===== src/rtl/sm_display_pkg.sv =====
// sm_display_pkg: shared FSM states, 7-segment glyphs and decoder for the display driver
package sm_display_pkg;
  typedef enum logic [1:0] {IDLE, SHIFT, LOAD} state_t;
  localparam logic [6:0] GLYPH [10] = '{7'h40, 7'h79, 7'h24, 7'h30, 7'h19,
                                        7'h12, 7'h02, 7'h78, 7'h00, 7'h10};
  localparam logic [6:0] BLANK = 7'h7F;
  localparam logic [6:0] MINUS = 7'h3F;
  function automatic logic [6:0] seg7(input logic [3:0] n);
    return (n <= 4'd9) ? GLYPH[n] : BLANK;
  endfunction
endpackage


===== src/rtl/bin2bcd_seq.sv =====
// bin2bcd_seq: sequential shift-add-3 binary to BCD converter, one bit per cycle
module bin2bcd_seq
  import sm_display_pkg::*;
#(
  parameter int MagW = 5,
  parameter int Digits = 4
) (
  input  logic                  Clock,
  input  logic                  Reset,
  input  logic                  start,
  input  logic [MagW-1:0]       bin,
  output logic                  busy,
  output logic                  done,
  output logic [4*Digits-1:0]   bcd
);
  localparam int CW = $clog2(MagW + 1);
  state_t state, state_n;
  logic [MagW-1:0] sr;
  logic [4*Digits-1:0] acc, adj;
  logic [4*Digits+MagW-1:0] sh;
  logic [CW-1:0] cnt;
  for (genvar i = 0; i < Digits; i++) begin : g_adj
    assign adj[4*i+:4] = (acc[4*i+:4] >= 4'd5) ? acc[4*i+:4] + 4'd3 : acc[4*i+:4];
  end
  assign sh = {adj, sr} << 1;
  always_ff @(posedge Clock or negedge Reset)
    if (!Reset) state <= IDLE;
    else state <= state_n;
  always_comb begin
    state_n = (state == IDLE) ? (start ? SHIFT : IDLE) :
              (state == SHIFT) ? ((cnt == CW'(1)) ? LOAD : SHIFT) : IDLE;
  end
  always_ff @(posedge Clock or negedge Reset)
    if (!Reset) begin
      sr  <= '0;
      acc <= '0;
      cnt <= '0;
    end else if (state == IDLE && start) begin
      sr  <= bin;
      acc <= '0;
      cnt <= CW'(MagW);
    end else if (state == SHIFT) begin
      acc <= sh[4*Digits+MagW-1:MagW];
      sr  <= sh[MagW-1:0];
      cnt <= cnt - 1'b1;
    end
  assign busy = state != IDLE;
  assign done = state == LOAD;
  assign bcd  = acc;
endmodule


===== src/rtl/sm_display_driver.sv =====
// sm_display_driver: converts the counter value to BCD and scans it onto a
// multiplexed common-anode 7-segment display with blanking and a minus sign.
module sm_display_driver
  import sm_display_pkg::*;
#(
  parameter int    Size    = 5,
  parameter string Signed  = "No",
  parameter int    Digits  = 4,
  parameter int    ScanDiv = 50000
) (
  input  logic              Clock,
  input  logic              Reset,
  input  logic [Size-1:0]   Data,
  output logic [6:0]        Segments,
  output logic [Digits-1:0] DigitSel,
  output logic              Busy
);
  localparam bit IsSigned = (Signed == "Yes");
  localparam int MagW = IsSigned ? Size - 1 : Size;
  localparam int IW = (Digits > 1) ? $clog2(Digits) : 1;
  localparam int PW = (ScanDiv > 1) ? $clog2(ScanDiv) : 1;
  logic [Size-1:0] last_data;
  logic neg_q, sign_q, start, done, wrap;
  logic [4*Digits-1:0] bcd;
  logic [Digits-1:0][3:0] disp;
  logic [Digits-1:0] upz;
  logic [PW-1:0] pre;
  logic [IW-1:0] idx, idx_n;
  logic [6:0] glyph;
  assign start = !Busy && Data != last_data;
  bin2bcd_seq #(.MagW(MagW), .Digits(Digits)) u_conv (
    .Clock(Clock),
    .Reset(Reset),
    .start(start),
    .bin(Data[MagW-1:0]),
    .busy(Busy),
    .done(done),
    .bcd(bcd)
  );
  // upz[i]: every nibble from position i upward is zero, so digit i is a leading zero
  for (genvar i = 0; i < Digits; i++) begin : g_upz
    assign upz[i] = disp[Digits-1:i] == '0;
  end
  assign wrap  = pre == PW'(ScanDiv - 1);
  assign idx_n = wrap ? ((idx == IW'(Digits - 1)) ? '0 : idx + 1'b1) : idx;
  assign glyph = (IsSigned && idx_n == IW'(Digits - 1) && sign_q) ? MINUS :
                 (idx_n != '0 && upz[idx_n]) ? BLANK : seg7(disp[idx_n]);
  always_ff @(posedge Clock or negedge Reset)
    if (!Reset) begin
      last_data <= '0;
      neg_q     <= 1'b0;
      disp      <= '0;
      sign_q    <= 1'b0;
      pre       <= '0;
      idx       <= '0;
      Segments  <= GLYPH[0];
      DigitSel  <= ~Digits'(1);
    end else begin
      if (start) begin
        last_data <= Data;
        neg_q     <= IsSigned && Data[Size-1] && Data[MagW-1:0] != '0;
      end
      if (done) begin
        disp   <= bcd;
        sign_q <= neg_q;
      end
      pre      <= wrap ? '0 : pre + 1'b1;
      idx      <= idx_n;
      Segments <= glyph;
      DigitSel <= ~(Digits'(1) << idx_n);
    end
endmodule


===== config.mk =====
export PLATFORM = sky130hd
export DESIGN_NAME = sm_display_driver
export DESIGN_NICKNAME = d
export VERILOG_FILES = /design/src/rtl/sm_display_pkg.sv /design/src/rtl/bin2bcd_seq.sv /design/src/rtl/sm_display_driver.sv
export SDC_FILE = /design/constraint.sdc
export NUM_CORES = 1
export LEC_CHECK = 0
export ABC_AREA = 1
export BUFFER_PORTS_ARGS = -buffer_cell sky130_fd_sc_hd__buf_2
export CORE_ASPECT_RATIO = 1.25
export CORE_MARGIN = 2
export CORE_UTILIZATION = 40
export CTS_CLUSTER_DIAMETER = 50
export DETAILED_ROUTE_END_ITERATION = 12
export HOLD_SLACK_MARGIN = 0.1
export PLACE_DENSITY_LB_ADDON = 0.1
export SLEW_MARGIN = 15
export SYNTH_ARGS = -nofsm -noshare
export SYNTH_HDL_FRONTEND = slang
export SYNTH_HIERARCHICAL = 1
export SYNTH_SLANG_ARGS = --single-unit
export TNS_END_PERCENT = 50

===== constraint.sdc =====
create_clock -name Clock -period 2.36 [get_ports Clock]
set_input_delay 0.118 -clock Clock [delete_from_list [all_inputs] [get_ports Clock]]
set_output_delay 0.118 -clock Clock [all_outputs]
set_load 0.005 [all_outputs]

# --- Word-level counts from Yosys, hierarchy flattened ---
# Memories as Yosys holds them, arrays and structs flattened.
# Index checks and enable logic that the tools add are counted.
totals:
  wordCells: 74
  input_bits: 7
  n_memories: 1
  reg_bits: 76
  romBits: 112
  output_inout_bits: 12
op_classes:
  mux: 25
  n_reduce_logical: 12
  eq_ne: 6
  bitwise: 2
  n_addsub: 7
  order_cmp: 7
  shifts: 1
mem_list:
  columns: ["name", "depth", "word_bits", "read_ports", "rd_ports_with_merged_regs", "write_ports", "line", "text"]
  rows:
  - ["(no name shown)", 16, 7, 1, 0, 0, "sm_display_pkg.sv:9", "return (n <= 4'd9) ? GLYPH[n] : BLANK;"]
ops:
  columns: ["operator", "n"]
  rows:
  - ["two-way mux 16 bit", 3]
  - ["two-way mux 7 bit", 4]
  - ["adder 16 x 1 -> 16 bit, second input constant", 1]
  - ["equality test 16 bit, second input constant", 1]
  - ["greater-or-equal comparator 4 x 3 -> 1 bit, second input constant", 4]
  - ["logical NOT 16 bit", 1]
  - ["two-way mux 4 bit", 4]
  - ["adder 4 x 2 -> 4 bit, second input constant", 3]
  - ["logical NOT 12 bit", 1]
  - ["two-way mux 2 bit", 5]
  - ["two-way mux 5 bit", 2]
  - ["two-way mux 3 bit", 3]
  - ["binary-select mux 4 bit (select 2 bit)", 1]
  - ["logical NOT 8 bit", 1]
  - ["nonzero test 2 bit", 3]
  - ["greater-or-equal comparator 5 bit, second input constant", 1]
  - ["!= test 5 bit", 1]
  - ["inverter 4 -> 5 bit", 1]
  - ["equality test 2 bit, second input constant", 2]
  - ["less-or-equal comparator 4 bit, second input constant", 1]
  - ["logical NOT 4 bit", 1]
  - ["inverter 4 bit", 1]
  - ["left shift 1 x 2 -> 4 bit, first input constant", 1]
  - ["adder 3 x 2 -> 3 bit, second input constant", 1]
  - ["other kinds (10)", 13]

# --- Logic depth before layout (Yosys ltp) ---
# Gate-level depths: netlist of run 1.
logic_depth:
  ltp_word: 11
  ltp_mapped: 16
  mapped_depth_nobuf: 15

# --- Modules after synthesis ---
# Netlist of run 1, hierarchy kept.
by_module_without_submodules:
  columns: ["module", "area_each_um2", "cells_each", "seq_area_each_um2", "instances"]
  rows:
  - ["sm_display_driver", 2546.2, 300, 1256.2, 1]
  - ["bin2bcd_seq", 1451.4, 188, 650.6, 1]

# --- Worst setup path before layout of run 1 ---
# No wires, ideal clock.
synth_timing:
  path_type: "register to register"
  from: "register pre[0]"
  to: "register Segments[0]"
  setup_ps: 121
  stages_incl_launch_ff: 14
  synth_period_minus_slack_ps: 1848
  arrival_ps: 1727
  setup_slack_ps: 512
  path_buffers: 1
  t_required_ps: 2239
  cell_sequence: "dfrtp_1 -> ha_1 -> nand3_2 -> nor2_2 -> nand3_4 -> nand2_4 -> buf_8 -> nand2_4 -> nand2_1 -> nand2_1 -> nand2_2 -> a21oi_4 -> nor2_4 -> nand2_1"
synth_via:
  elab_chain_len: 10
  elab_cells_between_ends: 15
  cone_classes: "1 x order compare; 1 x eq/ne; 9 x mux; 1 x bitwise; 2 x reduce/logical; 1 x memory"
synth_lines:
  columns: ["element", "line", "text"]
  rows:
  - ["start: declaration", "sm_display_driver.sv:27", "logic [PW-1:0] pre;"]
  - ["start signal: assignment", "sm_display_driver.sv:67", "pre <= wrap ? '0 : pre + 1'b1;"]
  - ["equality test 16 bit (*)", "sm_display_driver.sv:44", "assign wrap = pre == PW'(ScanDiv - 1);"]
  - ["two-way mux 2 bit (*)", "sm_display_driver.sv:45", "assign idx_n = wrap ? ((idx == IW'(Digits - 1)) ? '0 : idx + 1'b1) : idx;"]
  - ["via idx_n[0]", "sm_display_driver.sv:28", "logic [IW-1:0] idx, idx_n;"]
  - ["binary-select mux 4 bit (select 2 bit)", "sm_display_driver.sv:47", "(idx_n != '0 && upz[idx_n]) ? BLANK : seg7(disp[idx_n]);"]
  - ["two-way mux 4 bit (implied by the code)", "sm_display_driver.sv:47", null]
  - ["inverter 4 -> 5 bit (implied by the code)", "sm_display_pkg.sv:9", null]
  - ["memory (16 x 7 bit)", null, null]
  - ["two-way mux 7 bit (implied by the code) (2 in a row)", "sm_display_pkg.sv:9", null]
  - ["two-way mux 7 bit", "sm_display_pkg.sv:9", null]
  - ["two-way mux 7 bit (*)", "sm_display_driver.sv:47", null]
  - ["via glyph[0]", "sm_display_driver.sv:29", "logic [6:0] glyph;"]
  - ["end signal: assignment", "sm_display_driver.sv:56", "Segments <= GLYPH[0];"]
  - ["end signal: assignment", "sm_display_driver.sv:69", "Segments <= glyph;"]
  - ["end: declaration", "sm_display_driver.sv:14", "output logic [6:0] Segments,"]
# Mark *: on every way through the listed nets, which the timed path passes. The rest lies on a longest branch. The select of a mux whose other input is x is not followed.
# A chain may end at the register's enable or synchronous reset.

# --- Worst setup path in the final report of run 1 ---
layout_timing:
  from: "register pre[0]"
  to: "register Segments[5]"
layout_via:
  elab_chain_len: 10
  elab_cells_between_ends: 15
  cone_classes: "1 x order compare; 1 x eq/ne; 9 x mux; 1 x bitwise; 2 x reduce/logical; 1 x memory"
layout_lines:
  columns: ["element", "line"]
  rows:
  - ["equality test 16 bit (*)", "sm_display_driver.sv:44"]
  - ["two-way mux 2 bit (*)", "sm_display_driver.sv:45"]
  - ["binary-select mux 4 bit (select 2 bit)", "sm_display_driver.sv:47"]
  - ["two-way mux 4 bit (implied by the code)", "sm_display_driver.sv:47"]
  - ["inverter 4 -> 5 bit (implied by the code)", "sm_display_pkg.sv:9"]
  - ["memory (16 x 7 bit)", null]
  - ["two-way mux 7 bit (implied by the code) (2 in a row)", "sm_display_pkg.sv:9"]
  - ["two-way mux 7 bit", "sm_display_pkg.sv:9"]
  - ["two-way mux 7 bit (*)", "sm_display_driver.sv:47"]
  - ["via glyph[5]", "sm_display_driver.sv:29"]
# Marked as above.

==> run_results.csv, run 1 <==
group,metric,value,unit
logic_synthesis,syn_area,0.003998,sq mm
place,place_congestion,0.7985,
floorplanning,ioPinCount,19,
sta,slew_violations,0,
clocking,cts_root_buf,"clkbuf_16",
floorplanning,coreArea,0.009659,sq mm
logic_synthesis,yosysSeqAreaShare,0.4770,
sta,fin_crit,2.077,ns
routing,wirelength,7878,um
sta,rsz0062_at_grt,"no",
floorplanning,start_util,0.4139,
worst_setup_path,reg2reg_setup_slack,0.28,ns
logic_synthesis,yosys_warnings,6,
sta,worst_slew_pin_slew,0.5573,ns
clocking,cts_tree,"built",
cells_and_area,seqCellArea,0.001907,sq mm
pwr,p_leak,2.324,nW
worst_setup_path,end_kind,"register",
logic_synthesis,avgSynthCellArea,8.192,sq um
worst_setup_path,critPathKind,"reg -> reg",
cells_and_area,final_layout_size_suffix_gt1_frac,0.1565,
routing,drc,0,
clocking,cts_resized,0,
clocking,clk-insertion-delay-late,0.34,ns
clocking,clockBufferDepth,2,
grt,grt_use_total,0.1623,
place,place_area,0.004227,sq mm
routing,drtPass1Iterations,7,
sta,finalHoldViolations,0,
floorplanning,die_area,0.01081,sq mm
sta,slew_headroom,0.6276,
routing,wl_met3,229,um
cells_and_area,multi_input_area,0.001784,sq mm
cells_and_area,syn2layout_area_growth,15.65,%
worst_setup_path,reg2regPathDepth,12,
worst_setup_path,worstPathMaxFanout,13,
hold_path,hold_path.class,"in -> async",
pwr,ir_drop,553.7,uV
cells_and_area,fillers,934,
grt,grt_pass1_vias,3024,
logic_synthesis,synthCells,488,
floorplanning,fp.dieH,115.8,um
routing,met1_length,3493,um
cells_and_area,diodes,0,
grt,grt-ovfl-total,0,
outcome,status,"complete, no violations",
logic_synthesis,synth.net_count,507,
clocking,cts_setup_buffers,0,
cells_and_area,nets,538,
clocking,numCtsBuffers,9,
sta,fin_skew,0.007598,ns
routing,viasPerCell,4.866,
sta,setup_violations,0,
place,port_buffers,18,
clocking,htreeDepth,3,
routing,route.met2.wl,3988,um
worst_setup_path,cp.arrival,2.29,ns
sta,timing.fmax,481.5,MHz
pwr,power.density,1165,mW/mm^2
routing,vias,3163,
worst_setup_path,start_kind,"register",
routing,drtIter0Drc,139,
clocking,path_clk_slew,0.06,ns
sta,fin_crit_sh,0.8799,
floorplanning,die_w,93.42,um
routing,ant_nets,0,
grt,grt_pass1_wl,13710,um
grt,antenna_found_initial,0,
routing,top_layer,"met4",
floorplanning,core.rowCount,40,
logic_synthesis,synth_seq_cells,76,
place,dp_hpwl,5714,um
logic_synthesis,ys_types,39,
cells_and_area,finish.instance_area,0.004623,sq mm
pwr,p_total,5.385,mW
flow_run,cap_viol_max_count,0,
sta,setup_tns,0,ns
grt,grt_max_degree,43,
clocking,cts_sinks,76,
worst_setup_path,crit_required,2.57,ns
routing,wl_per_cell,12.12,um
==> kinds of logic (layout without fill, tap and decap cells) <==
kind of cell	count (synthesis)	in the layout	share of synthesized area
compound gates	53	53	0.07825
xor+xnor	6	6	0.01315
simple gates	263	263	0.3033
flops	76	76	0.4770
buf+inv	73	109	0.07668
mux	5	5	0.01408
fa+ha+maj	12	12	0.03756
==> sequential cells by signal, summed over array words and instances, names as in the netlist <==
name and cells:
DigitSel 4, Segments 7, disp 16, idx 2, last_data 5, pre 16
u_conv/bcd 16, u_conv/cnt 3, u_conv/sr 5, u_conv/state 2
==> cell usage after synthesis, drive strengths merged <==
cell / count / share of area
nand2: 165 / 0.17
dfrtp: 72 / 0.45
inv: 66 / 0.063
nand3: 49 / 0.066
nor2: 32 / 0.040
o21ai: 27 / 0.036
a21oi: 13 / 0.019
ha: 12 / 0.038
nand4: 9 / 0.014
mux2: 5 / 0.014
o22ai: 5 / 0.0078
xor2: 5 / 0.011
buf: 4 / 0.011
dfstp: 4 / 0.026
nor3: 4 / 0.0050
a31oi: 3 / 0.0047
clkbuf: 3 / 0.0028
nor4: 2 / 0.0031
a211oi: 1 / 0.0019
a221oi: 1 / 0.0022
and3: 1 / 0.0016
nand3b: 1 / 0.0019
o211ai: 1 / 0.0019
o21bai: 1 / 0.0019
o31ai: 1 / 0.0031
xnor2: 1 / 0.0022
==> through the flow <==
stage / setup slack, ns / instances / util / hold slack (ns)
after global routing: 0.03944 / 650 / 0.4786 / 0.3694
after floorplan: 0.5122 / 488 / - / -0.1776
after global placement: 0.3394 / 628 / 0.4376 / 0.1430
final: 0.2834 / 650 / 0.4786 / 0.3213
after detailed placement: 0.2926 / 628 / 0.4376 / 0.1485
after CTS: 0.2730 / 650 / 0.4786 / 0.3330
==> per-layer routing <==
| metal | GRT usage | vias up |
|---|---|---|
| li1 | - | 1636 |
| met1 | 0.1863 | 1464 |
| met2 | 0.2882 | 52 |
| met3 | 0.02796 | 11 |
| met4 | 0.08529 | 0 |
| met5 | 0 | - |
==> path summary, 6_finish.rpt <==
kind,from,endpoint
max reg2reg,pre[0],Segments[5]
max,pre[0],Segments[5]
min reg2reg,pre[0],pre[0]
min,Reset,u_conv/cnt[1]
min in group Clock,pre[0],pre[0]
max in group asynchronous,Reset,u_conv/sr[1]
==> timing repair <==
action | 4_1_cts | 5_1_grt
hold endpoints to repair | 45 | 0
endpoints found under the setup margin | 0 | 0
hold buffers | 6 | 0
==> report_power, final <==
part	leakage, nW	internal (mW)	total [mW]	switching [mW]
clock	0.158	0.984	1.51	0.527
combinational	1.19	0.689	1.92	1.23
sequential	0.975	1.70	1.96	0.257
==> cells in the final DEF, fill, tap and decap left out, types with 2 or more instances in the layout <==
master	netlist	routed
xor2_1	5	5
nor2_1	24	24
a21oi_1	12	12
nor4_1	2	2
buf_2	0	17
clkinvlp_4	0	2
nand3_1	47	47
dfrtp_1	72	72
ha_1	12	12
nand4_1	9	9
a31oi_1	3	3
clkbuf_16	0	9
nand2_4	6	6
nor2_4	4	4
buf_4	1	3
bufinv_16	0	2
mux2_2	5	5
dlygate4sd3_1	0	6
clkbuf_8	0	2
dfstp_2	4	4
nand2_2	9	9
nor2_2	4	4
nor3_1	4	4
o21ai_2	2	2
nand2_1	150	150
inv_1	59	59
o22ai_1	5	5
o21ai_0	24	24
inv_2	6	6
==> worst max-delay path, cell delays in order, from the launching register on <==
cell	delay, ns
dfrtp_1	0.37
ha_1	0.21
nand3_2	0.16
nor2_4	0.15
nand2_2	0.12
nand2_4	0.13
nand2_4	0.14
o21ai_0	0.19
nand2_1	0.11
nand2_4	0.12
a21oi_4	0.04
nor2_4	0.14
nand2_1	0.07
==> final cells by class <==
type	count	share of cell area
flip-flops and latches	76	0.4124
multi-input cells	339	0.3859
clock buffers	11	0.05467
inverters	66	0.05413
repair buffers	27	0.04060
well taps	126	0.03410
clock inverters	5	0.01813
No activity file was read; power rests on OpenSTA's default activity.
==> run 2: changes to the inputs <==
--- a/config.mk
+++ b/config.mk
@@ -13,7 +13,7 @@
 export CTS_CLUSTER_DIAMETER = 50
 export DETAILED_ROUTE_END_ITERATION = 12
 export HOLD_SLACK_MARGIN = 0.1
-export PLACE_DENSITY_LB_ADDON = 0.1
+export PLACE_DENSITY = 0.61
 export SLEW_MARGIN = 15
 export SYNTH_ARGS = -nofsm -noshare
 export SYNTH_HDL_FRONTEND = slang
==> run 2 against run 1 <==
Net effect:
- via count grew 0.38%
- critical path depth unchanged
- total power decreased by 1.9%
- fmax about the same
- combinational power barely moved
- die area unchanged
- cell count fell by 0.15%
- core utilization shrank 0.32 points
- global-route usage shrank 0.67 points
- critical path type unchanged
==> run_results.csv, run 2 (synthesis gave the netlist of run 1 again) <==
group,metric,value,unit
outcome,status,"complete, no violations",
grt,grt_pass1_wl,13420,um
worst_setup_path,critical-path-max-stage-delay,0.37,ns
worst_setup_path,worstPathMaxFanout,13,
worst_setup_path,crit_top_cell,"nand2_4",
pwr,p_switching,1.966,mW
worst_setup_path,reg2regPathDepth,12,
sta,fin_skew,0.006385,ns
sta,timing.fmax,481.1,MHz
worst_setup_path,crit_required,2.57,ns
routing,vias,3175,
pwr,p_leak,2.306,nW
cells_and_area,final_util,0.4754,
pwr,combPwrFrac,0.358,
clocking,cts_setup_buffers,0,
place,place_congestion,0.8445,
floorplanning,die_w,93.42,um
worst_setup_path,crit_chain,"ha_1 > nand3_2 > nor2_4 > nand2_2 > nand2_4 > nand2_4 > o21ai_0 > nand2_1 > nand2_4 > a21oi_4 > nor2_4 > nand2_1",
clocking,cts_root_buf,"clkbuf_16",
floorplanning,coreArea,0.009659,sq mm
sta,worst_slew_pin_slew,0.9417,ns
routing,drtPass1Iterations,7,
clocking,path_clk_slew,0.06,ns
pwr,switching_share,0.3722,
routing,wl_per_cell,11.51,um
sta,setup_violations,0,
grt,grt_pass1_vias,3099,
floorplanning,start_util,0.4139,
worst_setup_path,cp.depth,12,
cells_and_area,syn2layout_area_growth,14.87,%
routing,viasPerCell,4.892,
floorplanning,ioPinCount,19,
routing,wirelength,7471,um
clocking,cts_tree,"built",
floorplanning,fp.dieH,115.8,um
pwr,ir_drop,772.5,uV
clocking,numCtsBuffers,9,
cells_and_area,final_common_cell,"nand2_1",
pwr,p_int,3.316,mW
sta,slew_headroom,0.3722,
place,port_buffers,18,
worst_setup_path,cp_top_family,"simple AND/OR/NAND/NOR gates",
floorplanning,core.rowCount,40,
sta,fin_crit_sh,0.8807,
sta,fin_crit,2.078,ns
sta,hold_ws,0.4777,ns
place,dp_hpwl,5441,um
clocking,htreeDepth,3,
cells_and_area,final_layout_size_suffix_gt1_frac,0.1530,
worst_setup_path,end_kind,"register",
floorplanning,die_area,0.01081,sq mm
sta,rsz0062_at_grt,"no",
hold_path,hold_path.class,"in -> async",
cells_and_area,nets,537,
worst_setup_path,critical_path_buf_inv_count,0,
worst_setup_path,cp.arrival,2.29,ns
routing,drc,0,
worst_setup_path,r2r-start,"pre[0]",
worst_setup_path,critPathKind,"reg -> reg",
sta,slew_violations,0,
routing,ant_nets,0,
grt,grt-ovfl-total,0,
cells_and_area,diodes,0,
grt,antenna_found_initial,0,
routing,drtIter0Drc,157,
clocking,clk-insertion-delay-late,0.33,ns
flow_run,cap_viol_max_count,0,
sta,setup_tns,0,ns
worst_setup_path,start_kind,"register",
pwr,power.density,1150,mW/mm^2
grt,grt_use_total,0.1556,
grt,grt_max_degree,77,
worst_setup_path,slowest_stage,"dfrtp_1",
pwr,clock_power_share,0.271,
worst_setup_path,r2r-end,"Segments[2]",
clocking,clockBufferDepth,2,
pwr,seqPwrFrac,0.371,
cells_and_area,final_cell_mix,"150 x nand2_1, 72 x dfrtp_1, 59 x inv_1",
sta,finalHoldViolations,0,
worst_setup_path,reg2reg_setup_slack,0.28,ns
pwr,p_total,5.282,mW
clocking,cts_sinks,76,
-- run 2: power groups by stage --
| stage | clock (mW) | sequential, mW | combinational (mW) |
|---|---|---|---|
| finish | 1.43 | 1.96 | 1.89 |
| detailed placement | 0 | 1.98 | 1.88 |
| CTS | 1.47 | 1.96 | 1.90 |
| global placement | 0 | 1.97 | 1.83 |
| floorplan | 0 | 1.92 | 1.50 |
| global route | 1.53 | 2.01 | 2.21 |
-- run 2: how the worst max path moves through the flow --
stage            from     endpoint  slack (ns)
2_1_floorplan  pre[0]  Segments[0]        0.51
3_3_place_gp   pre[0]  Segments[5]        0.36
3_5_place_dp   pre[0]  Segments[2]        0.30
4_1_cts        pre[0]  Segments[2]        0.28
5_1_grt        pre[0]  Segments[1]        0.03
6_report       pre[0]  Segments[2]        0.28
-- run 2: layer usage --
metal	wire length (um)	global-route usage
met5	0	0
met2	3764	0.2758
met1	3325	0.1794
met4	164	0.07157
met3	216	0.03316
-- run 2: area by class of cell --
class                   count  area (sq um)
repair buffers             26         167.7
well taps                 126         157.7
inverters                  66         250.2
clock inverters             6         88.84
flip-flops and latches     76          1907
fillers                   948          5067
clock buffers              10         229.0
multi-input cells         339          1792
-- run 2: what timing repair did --
item / CTS / global route
gates resized for setup: 0 / 1
endpoints found under the hold margin: 80 / 0
endpoints found under the setup margin: 0 / 1
hold buffers: 6 / 0
-- run 2: through the flow --
step / std cells / instance area [sq um] / setup WS, ns
2_1_floorplan: 488 / 3998 / 0.5122
3_3_place_gp: 627 / 4207 / 0.3640
3_5_place_dp: 627 / 4207 / 0.3012
4_1_cts: 649 / 4584 / 0.2780
5_1_grt: 649 / 4592 / 0.03055
6_report: 649 / 4592 / 0.2816
==> run 3: changes to the inputs <==
--- a/config.mk
+++ b/config.mk
@@ -7,7 +7,7 @@
 export LEC_CHECK = 0
 export ABC_AREA = 1
 export BUFFER_PORTS_ARGS = -buffer_cell sky130_fd_sc_hd__buf_2
-export CORE_ASPECT_RATIO = 1.25
+export CORE_ASPECT_RATIO = 0.9
 export CORE_MARGIN = 2
 export CORE_UTILIZATION = 40
 export CTS_CLUSTER_DIAMETER = 50
==> run 3 against run 2 <==
Net effect:
- clock skew rose by 0.00060 ns
- global-route usage fell by 0.11 points
- first-iteration DRC count fell by 11%
- core utilization fell by 0.66 points
- sequential power barely moved
- die area barely moved
- fmax fell by 0.19%
- critical path type unchanged
- largest power group unchanged
==> run_results.csv, run 3 (synthesis gave the netlist of run 1 again) <==
group,metric,value,unit
sta,timing.fmax,480.2,MHz
clocking,cts_tree,"built",
clocking,cts_sinks,76,
worst_setup_path,worstPathMaxFanout,13,
worst_setup_path,crit_chain,"ha_1 > nand3_2 > nor2_4 > nand2_2 > nand2_4 > nand2_4 > o21ai_0 > nand2_1 > nand2_4 > a21oi_4 > nor2_4 > nand2_1",
routing,wl_per_cell,11.75,um
routing,drc,0,
grt,grt_pass1_wl,13300,um
floorplanning,core.rowCount,34,
outcome,status,"complete, no violations",
sta,setup_tns,0,ns
pwr,power.density,1138,mW/mm^2
sta,fin_crit_sh,0.8824,
routing,wirelength,7638,um
worst_setup_path,crit_required,2.60,ns
sta,slew_violations,0,
worst_setup_path,reg2reg_setup_slack,0.28,ns
cells_and_area,final_layout_size_suffix_gt1_frac,0.1565,
grt,grt_max_degree,77,
sta,rsz0062_at_grt,"no",
floorplanning,coreArea,0.009699,sq mm
worst_setup_path,r2r-end,"Segments[5]",
cells_and_area,syn2layout_area_growth,13.74,%
cells_and_area,diodes,0,
worst_setup_path,cp.arrival,2.32,ns
place,port_buffers,18,
cells_and_area,final_common_cell,"nand2_1",
routing,vias,3157,
clocking,cts_root_buf,"clkbuf_8",
flow_run,cap_viol_max_count,0,
sta,worst_slew_pin_slew,0.9497,ns
grt,grt_pass1_vias,3016,
worst_setup_path,end_kind,"register",
worst_setup_path,critPathKind,"reg -> reg",
place,dp_hpwl,5451,um
clocking,clk-insertion-delay-late,0.36,ns
sta,setup_violations,0,
pwr,p_leak,2.290,nW
grt,grt_use_total,0.1545,
floorplanning,die_area,0.01081,sq mm
worst_setup_path,slowest_stage,"dfrtp_1",
floorplanning,die_w,109.4,um
grt,antenna_found_initial,0,
floorplanning,ioPinCount,19,
worst_setup_path,critical-path-max-stage-delay,0.38,ns
pwr,ir_drop,711.4,uV
routing,drtIter0Drc,140,
floorplanning,fp.dieH,98.84,um
place,place_congestion,0.8567,
routing,ant_nets,0,
routing,viasPerCell,4.857,
floorplanning,start_util,0.4122,
worst_setup_path,r2r-start,"pre[0]",
hold_path,hold_path.class,"in -> async",
worst_setup_path,crit_top_cell,"nand2_4",
grt,grt-ovfl-total,0,
clocking,htreeDepth,3,
cells_and_area,nets,538,
clocking,cts_setup_buffers,0,
cells_and_area,final_cell_mix,"150 x nand2_1, 72 x dfrtp_1, 59 x inv_1",
sta,finalHoldViolations,0,
worst_setup_path,start_kind,"register",
clocking,path_clk_slew,0.08,ns
sta,fin_crit,2.082,ns
clocking,numCtsBuffers,9,
cells_and_area,finish.instance_area,0.004547,sq mm
place,place_area,0.004214,sq mm
clocking,clockBufferDepth,2,
clocking,cts_resized,0,
clocking,ctsHoldBuffers,6,
routing,drtPass1Iterations,4,
sta,slew_headroom,0.3668,
worst_setup_path,reg2regPathDepth,12,
sta,fin_skew,0.006983,ns
## run 3: changes by cell type in the layout (fill, tap and decap cells not counted), sizes merged
cell	change
buf	+1
clkinv	-2
bufinv	+2
## run 3: layout make-up
type	instances	area, sq um
tap	126	157.7
fill	940	5152
timing repair buffer	27	175.2
clock inverter	6	135.1
multi-input combinational	339	1784
clock buffer	10	137.6
inverter	66	250.2
sequential	76	1907
## run 3: power breakdown
part	switching, mW	leakage (nW)	internal [mW]	total [mW]
registers	0.257	0.975	1.70	1.95
clock network	0.485	0.129	0.838	1.32
logic	1.20	1.19	0.698	1.90
## run 3: worst max-delay path by stage
stage                 from  slack [ns]     endpoint
floorplan           pre[0]        0.51  Segments[0]
detailed placement  pre[0]        0.28  Segments[5]
CTS                 pre[0]        0.27  Segments[5]
global placement    pre[0]        0.35  Segments[0]
finish              pre[0]        0.28  Segments[5]
global route        pre[0]        0.04  Segments[3]
## run 3: worst max-delay path, delay by kind of cell (launching register included)
kind / cells / cell delay (ns)
compound gates: 2 / 0.22
fa+ha+maj: 1 / 0.22
flops: 1 / 0.38
simple gates: 9 / 1.15
## run 3: per-stage QoR
step | worst slack (ns) | util | hold WS (ns) | total power [mW] | cells
finish | 0.2776 | 0.4688 | 0.4530 | 5.174 | 650
global route | 0.03884 | 0.4688 | 0.5033 | 5.625 | 650
CTS | 0.2715 | 0.4688 | 0.4687 | 5.226 | 650
detailed placement | 0.2780 | 0.4345 | 0.3261 | 3.880 | 628
global placement | 0.3518 | 0.4345 | 0.3207 | 3.826 | 628
floorplan | 0.5122 | - | -0.1776 | 3.420 | 488
## run 3: metal layers
| layer | GRT usage | share of wire | vias up |
|---|---|---|---|
| met3 | 0.04762 | 0.037 | 14 |
| li1 | - | - | 1641 |
| met1 | 0.1987 | 0.49 | 1455 |
| met4 | 0.05161 | 0.015 | 0 |
| met2 | 0.2469 | 0.46 | 47 |
| met5 | 0 | 0 | - |
